**config.mk**
```make
export PLATFORM = sky130hd
export DESIGN_NAME = vga_timing_gen_flat
export DESIGN_NICKNAME = d
export VERILOG_FILES = /design/src/rtl/vga_timing_pkg.sv /design/src/rtl/vga_timing_gen_if.sv /design/src/rtl/vga_axis_counter.sv /design/src/rtl/vga_timing_gen.sv /design/src/flat_wrapper.sv
export SDC_FILE = /design/constraint.sdc
export NUM_CORES = 1
export LEC_CHECK = 0
export BUFFER_PORTS_ARGS = -buffer_cell sky130_fd_sc_hd__buf_4
export CELL_PAD_IN_SITES_DETAIL_PLACEMENT = 1
export CELL_PAD_IN_SITES_GLOBAL_PLACEMENT = 1
export CORE_UTILIZATION = 48
export DETAILED_ROUTE_END_ITERATION = 8
export MAX_ROUTING_LAYER = met4
export PLACE_DENSITY = 0.87
export REMOVE_ABC_BUFFERS = 1
export SLEW_MARGIN = 5
export SYNTH_ARGS = -nofsm -noshare
export SYNTH_HDL_FRONTEND = slang
export SYNTH_SLANG_ARGS = --single-unit
```
**constraint.sdc**
```tcl
create_clock -name clk -period 5.85 [get_ports clk]
set_clock_uncertainty 0.2 [all_clocks]
set_input_delay 1.4625 -clock clk [delete_from_list [all_inputs] [get_ports clk]]
set_output_delay 1.4625 -clock clk [all_outputs]
set_load 0.02 [all_outputs]
```
**src/rtl/vga_timing_pkg.sv**
```systemverilog
// Shared constants, mode record and helpers for the VGA raster timing generator.
package vga_timing_pkg;

    // Default 640x480@60 timing, in pixels (horizontal) and lines (vertical)
    localparam int DEF_H_ACTIVE = 640;
    localparam int DEF_H_FP     = 16;
    localparam int DEF_H_SYNC   = 96;
    localparam int DEF_H_BP     = 48;
    localparam int DEF_V_ACTIVE = 480;
    localparam int DEF_V_FP     = 10;
    localparam int DEF_V_SYNC   = 2;
    localparam int DEF_V_BP     = 33;

    // The eight timing fields that describe one video mode
    typedef struct packed {
        int h_active;
        int h_fp;
        int h_sync;
        int h_bp;
        int v_active;
        int v_fp;
        int v_sync;
        int v_bp;
    } vga_mode_t;

    localparam vga_mode_t VGA_640X480_60 = '{
        h_active: DEF_H_ACTIVE, h_fp: DEF_H_FP, h_sync: DEF_H_SYNC, h_bp: DEF_H_BP,
        v_active: DEF_V_ACTIVE, v_fp: DEF_V_FP, v_sync: DEF_V_SYNC, v_bp: DEF_V_BP
    };

    // Length of one axis: active area plus both porches plus the sync pulse
    function automatic int vga_total(input int active, input int fp, input int sync, input int bp);
        return active + fp + sync + bp;
    endfunction

endpackage

```
**src/rtl/vga_timing_gen_if.sv**
```systemverilog
// Raster output bundle: the generator drives timing, the consumer drives the run enable.
interface vga_timing_gen_if
    import vga_timing_pkg::*;
#(
    parameter int X_W = $clog2(vga_total(DEF_H_ACTIVE, DEF_H_FP, DEF_H_SYNC, DEF_H_BP)),
    parameter int Y_W = $clog2(vga_total(DEF_V_ACTIVE, DEF_V_FP, DEF_V_SYNC, DEF_V_BP))
);
    logic           en;
    logic           h_sync;
    logic           v_sync;
    logic           blank_n;
    logic [X_W-1:0] posx;
    logic [Y_W-1:0] posy;
    logic           pix_en;
    logic           line_start;
    logic           frame_start;

    modport master (
        input  en,
        output h_sync, v_sync, blank_n, posx, posy, pix_en, line_start, frame_start
    );

    modport slave (
        output en,
        input  h_sync, v_sync, blank_n, posx, posy, pix_en, line_start, frame_start
    );
endinterface

```
**src/rtl/vga_axis_counter.sv**
```systemverilog
// One raster axis: a wrapping position counter plus decode of the value it moves to.
// The outputs describe the state after the coming edge so the parent can register
// them and stay aligned with the counter.
module vga_axis_counter
    import vga_timing_pkg::*;
#(
    parameter int ACTIVE = DEF_H_ACTIVE,
    parameter int FP     = DEF_H_FP,
    parameter int SYNC   = DEF_H_SYNC,
    parameter int BP     = DEF_H_BP,
    parameter bit POL    = 1'b0,
    localparam int TOTAL = vga_total(ACTIVE, FP, SYNC, BP),
    localparam int W     = $clog2(TOTAL)
) (
    input  logic         clk,
    input  logic         rst,
    input  logic         step,
    output logic [W-1:0] count,
    output logic         wrap,
    output logic         visible,
    output logic         sync
);
    localparam logic [W-1:0] LAST       = W'(TOTAL - 1);
    localparam logic [W-1:0] SYNC_FIRST = W'(ACTIVE + FP);
    localparam logic [W-1:0] SYNC_END   = W'(ACTIVE + FP + SYNC);
    localparam logic [W-1:0] VIS_END    = W'(ACTIVE);

    logic [W-1:0] count_q;

    // Next position and its region decode; count is the value held after this edge
    always_comb begin
        wrap    = step && (count_q == LAST);
        count   = count_q;
        if (step) begin
            count = wrap ? '0 : count_q + 1'b1;
        end
        visible = (count < VIS_END);
        sync    = ((count >= SYNC_FIRST) && (count < SYNC_END)) ? POL : !POL;
    end

    // Position register
    always_ff @(posedge clk or negedge rst) begin
        if (!rst) begin
            count_q <= '0;
        end else begin
            count_q <= count;
        end
    end
endmodule

```
**src/rtl/vga_timing_gen.sv**
```systemverilog
// Parametrised VGA raster timing generator: pixel-clock divider, horizontal and
// vertical axis counters, registered sync/blank/position outputs and wrap strobes.
module vga_timing_gen
    import vga_timing_pkg::*;
#(
    parameter int H_ACTIVE = DEF_H_ACTIVE,
    parameter int H_FP     = DEF_H_FP,
    parameter int H_SYNC   = DEF_H_SYNC,
    parameter int H_BP     = DEF_H_BP,
    parameter int V_ACTIVE = DEF_V_ACTIVE,
    parameter int V_FP     = DEF_V_FP,
    parameter int V_SYNC   = DEF_V_SYNC,
    parameter int V_BP     = DEF_V_BP,
    parameter bit H_POL    = 1'b0,
    parameter bit V_POL    = 1'b0,
    parameter int CLK_DIV  = 2
) (
    input  logic               clk,
    input  logic               rst,
    vga_timing_gen_if.master   bus
);
    localparam int H_TOTAL = vga_total(H_ACTIVE, H_FP, H_SYNC, H_BP);
    localparam int V_TOTAL = vga_total(V_ACTIVE, V_FP, V_SYNC, V_BP);
    localparam int X_W     = $clog2(H_TOTAL);
    localparam int Y_W     = $clog2(V_TOTAL);
    localparam int DIV_W   = (CLK_DIV > 1) ? $clog2(CLK_DIV) : 1;
    localparam logic [DIV_W-1:0] DIV_LAST = DIV_W'(CLK_DIV - 1);

    // A zero-length region or a zero divide ratio has no meaningful raster
    if (H_ACTIVE < 1 || H_FP < 1 || H_SYNC < 1 || H_BP < 1 ||
        V_ACTIVE < 1 || V_FP < 1 || V_SYNC < 1 || V_BP < 1 || CLK_DIV < 1) begin : g_bad_params
        $error("vga_timing_gen: timing fields must be nonzero and CLK_DIV at least 1");
    end

    logic [DIV_W-1:0] div_cnt;
    logic             div_last;
    logic             pix_en;

    logic [X_W-1:0]   h_next;
    logic             h_wrap, h_vis_next, h_sync_next;
    logic [Y_W-1:0]   v_next;
    logic             v_wrap, v_vis_next, v_sync_next;
    logic             vis_next;

    logic             h_sync_q, v_sync_q, blank_n_q, line_start_q, frame_start_q;
    logic [X_W-1:0]   posx_q;
    logic [Y_W-1:0]   posy_q;

    assign div_last = (div_cnt == DIV_LAST);
    assign pix_en   = rst && bus.en && div_last;
    assign vis_next = h_vis_next && v_vis_next;

    // Pixel divider: counts system clocks per pixel, frozen while the raster is paused
    always_ff @(posedge clk or negedge rst) begin
        if (!rst) begin
            div_cnt <= '0;
        end else if (bus.en) begin
            div_cnt <= div_last ? '0 : div_cnt + 1'b1;
        end
    end

    vga_axis_counter #(
        .ACTIVE (H_ACTIVE),
        .FP     (H_FP),
        .SYNC   (H_SYNC),
        .BP     (H_BP),
        .POL    (H_POL)
    ) u_h_axis (
        .clk     (clk),
        .rst     (rst),
        .step    (pix_en),
        .count   (h_next),
        .wrap    (h_wrap),
        .visible (h_vis_next),
        .sync    (h_sync_next)
    );

    vga_axis_counter #(
        .ACTIVE (V_ACTIVE),
        .FP     (V_FP),
        .SYNC   (V_SYNC),
        .BP     (V_BP),
        .POL    (V_POL)
    ) u_v_axis (
        .clk     (clk),
        .rst     (rst),
        .step    (h_wrap),
        .count   (v_next),
        .wrap    (v_wrap),
        .visible (v_vis_next),
        .sync    (v_sync_next)
    );

    // Output registers load the decode of the next counter values so they line up with the counters
    always_ff @(posedge clk or negedge rst) begin
        if (!rst) begin
            h_sync_q      <= !H_POL;
            v_sync_q      <= !V_POL;
            blank_n_q     <= 1'b1;
            posx_q        <= '0;
            posy_q        <= '0;
            line_start_q  <= 1'b0;
            frame_start_q <= 1'b0;
        end else begin
            h_sync_q      <= h_sync_next;
            v_sync_q      <= v_sync_next;
            blank_n_q     <= vis_next;
            posx_q        <= vis_next ? h_next : '0;
            posy_q        <= vis_next ? v_next : '0;
            line_start_q  <= h_wrap;
            frame_start_q <= v_wrap;
        end
    end

    assign bus.h_sync      = h_sync_q;
    assign bus.v_sync      = v_sync_q;
    assign bus.blank_n     = blank_n_q;
    assign bus.posx        = posx_q;
    assign bus.posy        = posy_q;
    assign bus.pix_en      = pix_en;
    assign bus.line_start  = line_start_q;
    assign bus.frame_start = frame_start_q;
endmodule
```
**src/flat_wrapper.sv**
```systemverilog
// flat-port wrapper written by rule: the top's interface ports become plain ports
module vga_timing_gen_flat import vga_timing_pkg::*;
#(
    parameter int H_ACTIVE = DEF_H_ACTIVE,
    parameter int H_FP     = DEF_H_FP,
    parameter int H_SYNC   = DEF_H_SYNC,
    parameter int H_BP     = DEF_H_BP,
    parameter int V_ACTIVE = DEF_V_ACTIVE,
    parameter int V_FP     = DEF_V_FP,
    parameter int V_SYNC   = DEF_V_SYNC,
    parameter int V_BP     = DEF_V_BP,
    parameter bit H_POL    = 1'b0,
    parameter bit V_POL    = 1'b0,
    parameter int CLK_DIV  = 2
)
  (clk, rst, bus_en, bus_h_sync, bus_v_sync, bus_blank_n, bus_posx, bus_posy, bus_pix_en, bus_line_start, bus_frame_start);
  vga_timing_gen_if bus_i ();
  input  logic clk;
  input  logic rst;
  input wire logic [$bits(bus_i.en)-1:0] bus_en;
  output wire logic [$bits(bus_i.h_sync)-1:0] bus_h_sync;
  output wire logic [$bits(bus_i.v_sync)-1:0] bus_v_sync;
  output wire logic [$bits(bus_i.blank_n)-1:0] bus_blank_n;
  output wire logic [$bits(bus_i.posx)-1:0] bus_posx;
  output wire logic [$bits(bus_i.posy)-1:0] bus_posy;
  output wire logic [$bits(bus_i.pix_en)-1:0] bus_pix_en;
  output wire logic [$bits(bus_i.line_start)-1:0] bus_line_start;
  output wire logic [$bits(bus_i.frame_start)-1:0] bus_frame_start;
  assign bus_i.en = bus_en;
  assign bus_h_sync = bus_i.h_sync;
  assign bus_v_sync = bus_i.v_sync;
  assign bus_blank_n = bus_i.blank_n;
  assign bus_posx = bus_i.posx;
  assign bus_posy = bus_i.posy;
  assign bus_pix_en = bus_i.pix_en;
  assign bus_line_start = bus_i.line_start;
  assign bus_frame_start = bus_i.frame_start;
  vga_timing_gen #(.H_ACTIVE(H_ACTIVE), .H_FP(H_FP), .H_SYNC(H_SYNC), .H_BP(H_BP), .V_ACTIVE(V_ACTIVE), .V_FP(V_FP), .V_SYNC(V_SYNC), .V_BP(V_BP), .H_POL(H_POL), .V_POL(V_POL), .CLK_DIV(CLK_DIV)) u_core (.clk(clk), .rst(rst), .bus(bus_i));
endmodule
```
# After elaboration in Yosys (flattened, before gate mapping)
# Index checks and enable logic that the tools add are counted.
[word_totals] regBits=46 wordCells=37
[op_classes] addsub=3 muxes=9 n_eq_ne=2 order_cmp=6 reduce_logical=7
[ops] cell="$mux W10" n=6
[ops] cell="$add A10 B1 Y10 const B" n=2
[ops] cell="$eq A10 B10 Y1 const B" n=2
[ops] cell="$lt A10 B10 Y1 const B" n=2
[ops] cell="$lt A10 B9 Y1 const B" n=2
[ops] cell="$ge A10 B10 Y1 const B" n=1
[ops] cell="$ge A10 B9 Y1 const B" n=1
[ops] cell="$logic_and A1 B1 Y1" n=7
[ops] cell="$mux W1" n=3
[ops] cell="$add A1 B1 Y1 const B" n=1

# Logic depth before layout (Yosys ltp)
[depth] word_depth=9 mapped_depth=11 ltp_nobuf=8

# By module
# A second synthesis with hierarchy kept.
[unflattened] hier_cells=184 hier_area_um2=2075.7
[modules_own_cells] mod="vga_timing_gen" cells_each=53 area_each_um2=834.6 instances=1 seq_area_each_um2=654.4
[modules_own_cells] mod="vga_axis_counter (u_core.u_v_axis)" cells_each=71 area_each_um2=661.9 instances=1 seq_area_each_um2=250.2
[modules_own_cells] mod="vga_axis_counter (u_core.u_h_axis)" cells_each=60 area_each_um2=579.3 instances=1 seq_area_each_um2=250.2

# Least setup slack after synthesis
# No wires, ideal clock.
[synth_path] path_type="input port to output port" start="in rst" end="out bus_pix_en" t_arrival_ns=1.921 slack_ns=2.267 path_stages=2 required_ns=4.188 path_buffers=1 path_cell_list="and3_1 > clkbuf_1"
[synth_via] elab_chain_len=2
[synth_rtl] item="from (decl)" line_no="flat_wrapper.sv:19" source="input logic rst;"
[synth_rtl] item="$logic_and A1 B1 Y1 (2 in series)" line_no="vga_timing_gen.sv:50" source="assign pix_en = rst && bus.en && div_last;"
[synth_rtl] item="to (decl)" line_no="flat_wrapper.sv:26" source="output wire logic [$bits(bus_i.pix_en)-1:0] bus_pix_en;"
# No other way between the ends.

# Worst setup path after layout
# Ends and elaborated chain as after synthesis.

==> report_table.html <==
<table>
<tr><th>Metric</th><th>Value</th></tr>
<tr><th colspan="2">Timing</th></tr>
<tr><td>Worst hold slack after final layout</td><td>0.320 ns</td></tr>
<tr><td>Final sum of negative setup slack</td><td>0 ns</td></tr>
<tr><td>Final worst path period need</td><td>3.79 ns</td></tr>
<tr><td>Peak clock frequency supported by timing</td><td>0.264 GHz</td></tr>
<tr><td>RSZ-0062 raised after global routing</td><td>false</td></tr>
<tr><td>Period utilisation layout</td><td>0.649</td></tr>
<tr><td>Endpoints failing setup</td><td>0</td></tr>
<tr><td>Normalized max-slew margin</td><td>0.636</td></tr>
<tr><td>Final Hold Viols</td><td>0</td></tr>
<tr><td>Final-report max-slew violation count</td><td>0</td></tr>
<tr><td>Worst slew pin tran</td><td>0.546 ns</td></tr>
<tr><th colspan="2">GRT</th></tr>
<tr><td>First-pass GRT wire length</td><td>7.82 mm</td></tr>
<tr><td>GRT Total Usage</td><td>0.247</td></tr>
<tr><td>Largest net degree at the start of global routing</td><td>41</td></tr>
<tr><td>Sum of overflow across all layers after global routing</td><td>0</td></tr>
<tr><td>Antenna violations before repair</td><td>0</td></tr>
<tr><td>Number of global-route vias before repair</td><td>1,580</td></tr>
<tr><th colspan="2">Detailed routing</th></tr>
<tr><td>Post-detailed-route via-to-cell ratio</td><td>5.55</td></tr>
<tr><td>First-pass detailed-route iteration total</td><td>4</td></tr>
<tr><td>Via count of the routed design</td><td>1,475</td></tr>
<tr><td>Count of unresolved DRC violations after routing</td><td>0</td></tr>
<tr><td>Number of nets still failing antenna checks after routing</td><td>0</td></tr>
<tr><td>Final Routed Wirelength</td><td>4.63 mm</td></tr>
<tr><td>WL per Instance</td><td>17.4 um</td></tr>
<tr><td>Met1 layer wirelength in the final routing</td><td>2.02 mm</td></tr>
<tr><td>Met2 WL</td><td>2.43 mm</td></tr>
<tr><td>Detailed router's first-iteration violation count</td><td>65</td></tr>
<tr><td>Met3 WL</td><td>114 um</td></tr>
<tr><td>Uppermost layer routed</td><td>met4</td></tr>
<tr><th colspan="2">Clocking</th></tr>
<tr><td>Clock Root Buffer</td><td>clkbuf_8</td></tr>
<tr><td>Cts hold-fix bufs</td><td>0</td></tr>
<tr><td>Clock tree from TritonCTS</td><td>yes</td></tr>
<tr><td>Post-CTS Repair Setup Buffers</td><td>0</td></tr>
<tr><td>Worst-case clock buffer depth</td><td>2</td></tr>
<tr><td>Post-cts repair resize count</td><td>0</td></tr>
<tr><td>Number of buffers inserted during clock tree synthesis</td><td>5</td></tr>
<tr><td>Clock-pin slew of the registers on the worst-case setup and hold paths</td><td>0.08 ns</td></tr>
<tr><td>Worst-skew pair later-pin latency</td><td>0.30 ns</td></tr>
<tr><td>Sink Count</td><td>46</td></tr>
<tr><td>Max H-tree Level</td><td>2</td></tr>
<tr><th colspan="2">Critical path</th></tr>
<tr><td>Data arrival time of the critical path</td><td>2.13 ns</td></tr>
<tr><td>Kind of end point of the critical path</td><td>output pin</td></tr>
<tr><td>Reg2Reg Depth</td><td>7</td></tr>
<tr><td>Critical Path Slowest Stage Cell</td><td>and3_1</td></tr>
<tr><td>Req. time, crit path</td><td>4.19 ns</td></tr>
<tr><td>Worst path top cell family by delay</td><td>buffers and inverters</td></tr>
<tr><td>Startpoint types</td><td>input port</td></tr>
<tr><td>Startpoint of the worst register-to-register path</td><td>u_core.u_h_axis.count_q[1]</td></tr>
<tr><td>Number of buffer and inverter instances along the worst setup path</td><td>2</td></tr>
<tr><td>Largest fanout on the critical path</td><td>10</td></tr>
<tr><td>Crit path cell chain</td><td>buf_4 -&gt; and3_1 -&gt; buf_4</td></tr>
<tr><td>Worst r2r dst</td><td>u_core.bus.posy[0]</td></tr>
<tr><td>Most common cell type on the critical path</td><td>buf_4</td></tr>
<tr><td>Setup slack on the worst flop-to-flop path</td><td>2.81 ns</td></tr>
<tr><td>Path type of the worst setup path</td><td>in2out</td></tr>
<tr><td>Slowest cell delay on critical path</td><td>0.31 ns</td></tr>
<tr><th colspan="2">Run</th></tr>
<tr><td>Max-capacitance violation count</td><td>0</td></tr>
<tr><th colspan="2">Floorplanning</th></tr>
<tr><td>Die Wd</td><td>67.5 um</td></tr>
<tr><td>Core Footprint</td><td>0.00406 mm2</td></tr>
<tr><td>Row count</td><td>23</td></tr>
<tr><td>Vert. Die Dim</td><td>67.5 um</td></tr>
<tr><td>Die Footprint</td><td>0.00456 mm2</td></tr>
<tr><td>Effective utilization at floorplan</td><td>0.508</td></tr>
<tr><td>Number of top-level design ports</td><td>29</td></tr>
<tr><th colspan="2">Outcome</th></tr>
<tr><td>Status</td><td>finished, final reports clean</td></tr>
<tr><th colspan="2">Yosys</th></tr>
<tr><td>Cell area after synthesis</td><td>0.00206 mm2</td></tr>
<tr><td>Count of yosys warnings during synthesis</td><td>0</td></tr>
<tr><td>Yosys reg bits</td><td>46</td></tr>
<tr><td>FFs w/ async S/R, synth</td><td>1.00</td></tr>
<tr><td>Number of instances in the synthesized netlist</td><td>185</td></tr>
<tr><td>Netlist cell types</td><td>44</td></tr>
<tr><td>Fraction of the yosys area taken by sequential cells</td><td>0.560</td></tr>
<tr><td>Number of synthesized flops with an enable pin</td><td>0</td></tr>
<tr><td>Most used flip-flop cell after synthesis</td><td>dfrtp_1</td></tr>
<tr><td>Post-Synthesis Mean Instance Area</td><td>11.1 um2</td></tr>
<tr><th colspan="2">Place</th></tr>
<tr><td>Final estimated routing congestion in global placement</td><td>0.821</td></tr>
<tr><td>IO Port Bufs</td><td>28</td></tr>
<tr><td>Post-detailed-placement half-perimeter wirelength</td><td>3.36 mm</td></tr>
<tr><th colspan="2">Cells and area</th></tr>
<tr><td>Share of post-route cells with drive strength above 1</td><td>0.227</td></tr>
<tr><td>Antenna Diode Count</td><td>0</td></tr>
<tr><td>Fill cell total of the finished layout</td><td>442</td></tr>
<tr><td>Nets@finish</td><td>221</td></tr>
<tr><td>Synthesis-to-finish area growth</td><td>15.8%</td></tr>
<tr><th colspan="2">Power and ir drop</th></tr>
<tr><td>Worst supply voltage drop on vdd</td><td>200 uV</td></tr>
<tr><td>PD cells</td><td>296 mW/mm2</td></tr>
<tr><td>Lkg Pwr</td><td>0.00118 uW</td></tr>
<tr><th colspan="2">Worst hold path</th></tr>
<tr><td>Worst Hold Path Cells</td><td>1</td></tr>
<tr><td>Tightest Hold Check Type</td><td>reg2reg</td></tr>
<tr><td>Worst Min Path Start</td><td>u_core.div_cnt</td></tr>
<tr><td>Worst hold endpoint</td><td>u_core.div_cnt</td></tr>
</table>
==> placed cells by master (no fill, tap or decap), drive strengths merged, types with 4 or more instances in the layout <==
cell type	netlist	final
dfrtp	43	43
buf	3	29
nor2	18	18
inv	16	16
nand2	11	11
nor3	9	9
xor2	8	8
nand4	7	7
nand3	7	7
clkbuf	3	7
nor4	6	6
xnor2	5	5
nor2b	5	5
and3	4	4
o21ai	4	4
or4	4	4
==> sequential cells by signal (all words and copies together), names as in the netlist <==
signal                   cells
u_core.bus.blank_n           1
u_core.bus.frame_start       1
u_core.bus.h_sync            1
u_core.bus.line_start        1
u_core.bus.posx             10
u_core.bus.posy             10
u_core.bus.v_sync            1
u_core.div_cnt               1
u_core.u_h_axis.count_q     10
u_core.u_v_axis.count_q     10
==> cells in the mapped netlist (2+ instances only) <==
library cell | count | area share
nor3_2 | 2 | 0.0097
nand3_1 | 7 | 0.017
xnor2_1 | 5 | 0.021
o21ai_0 | 4 | 0.0097
nand4_1 | 7 | 0.021
nor2_1 | 18 | 0.033
ha_1 | 3 | 0.018
mux2i_1 | 2 | 0.0097
nand4b_1 | 2 | 0.0085
nand2_1 | 11 | 0.020
nor2b_1 | 5 | 0.015
o21a_1 | 2 | 0.0073
dfstp_2 | 3 | 0.038
dfrtp_1 | 43 | 0.52
nor3_1 | 7 | 0.017
and3_1 | 4 | 0.012
or4_1 | 3 | 0.011
xor2_1 | 8 | 0.034
clkbuf_1 | 3 | 0.0055
inv_1 | 16 | 0.029
nor4_1 | 5 | 0.015
buf_6 | 3 | 0.016
==> stage by stage <==
step	setup WS (ns)	total power [uW]	instances	cell area, um2	utilization
finish	2.06	706	266	2390	0.588
global route	1.99	740	266	2390	0.588
global placement	1.89	501	258	2300	0.566
detailed placement	1.77	510	258	2300	0.566
CTS	2.05	711	266	2390	0.588
floorplan	2.34	451	179	2020	-
==> cell type report <==
type                            instances  area [um2]  share of cell area
Sequential cell                        46        1150               0.484
Multi-Input combinational cell        116         796               0.333
Timing Repair Buffer                   29         218              0.0912
Clock buffer                            7        86.3              0.0362
Inverter                               17        65.1              0.0273
Tap cell                               50        62.6              0.0262
Clock inverter                          1        5.00             0.00210
==> report_power, final <==
group	switching (uW)	total (uW)	internal, uW
sequential	32.2	386	354
combinational	70.5	120	49.7
clock	104	200	95.4
total	207	706	499
==> worst reg2reg max path, stage by stage, from the launching register on <==
cell and delay, ns:
dfrtp_1 0.41, ha_1 0.22, nand4_1 0.21, or4_4 0.67
nor4_4 0.34, xnor2_1 0.20, o221ai_4 0.50, nor2b_1 0.14
==> layer usage <==
metal,vias up,track usage
li1,691,-
met1,758,0.292
met2,20,0.415
met3,6,0.0507
met4,0,0.0824
met5,-,-
==> logic make-up after synthesis <==
kind of cell,count (synthesis),share of synthesized area
compound gates,16,0.0753
xor+xnor,13,0.0553
fa+ha+maj,3,0.0182
buf+inv,23,0.0534
flops,46,0.560
mux,3,0.0152
other cells,1,0.00182
simple gates,80,0.220
==> worst max-delay path by stage <==
stage	from	endpoint	slack [ns]	cells past startpoint
after floorplan	rst	u_core.bus.posx[1]	2.34	6
after global placement	rst	u_core.bus.posx[1]	1.89	7
after detailed placement	rst	u_core.bus.posy[0]	1.77	7
after CTS	rst	bus_pix_en	2.05	3
after global routing	rst	u_core.bus.posy[0]	1.99	7
final	rst	bus_pix_en	2.06	3
Note: power is estimated with default switching activity, not from simulation.
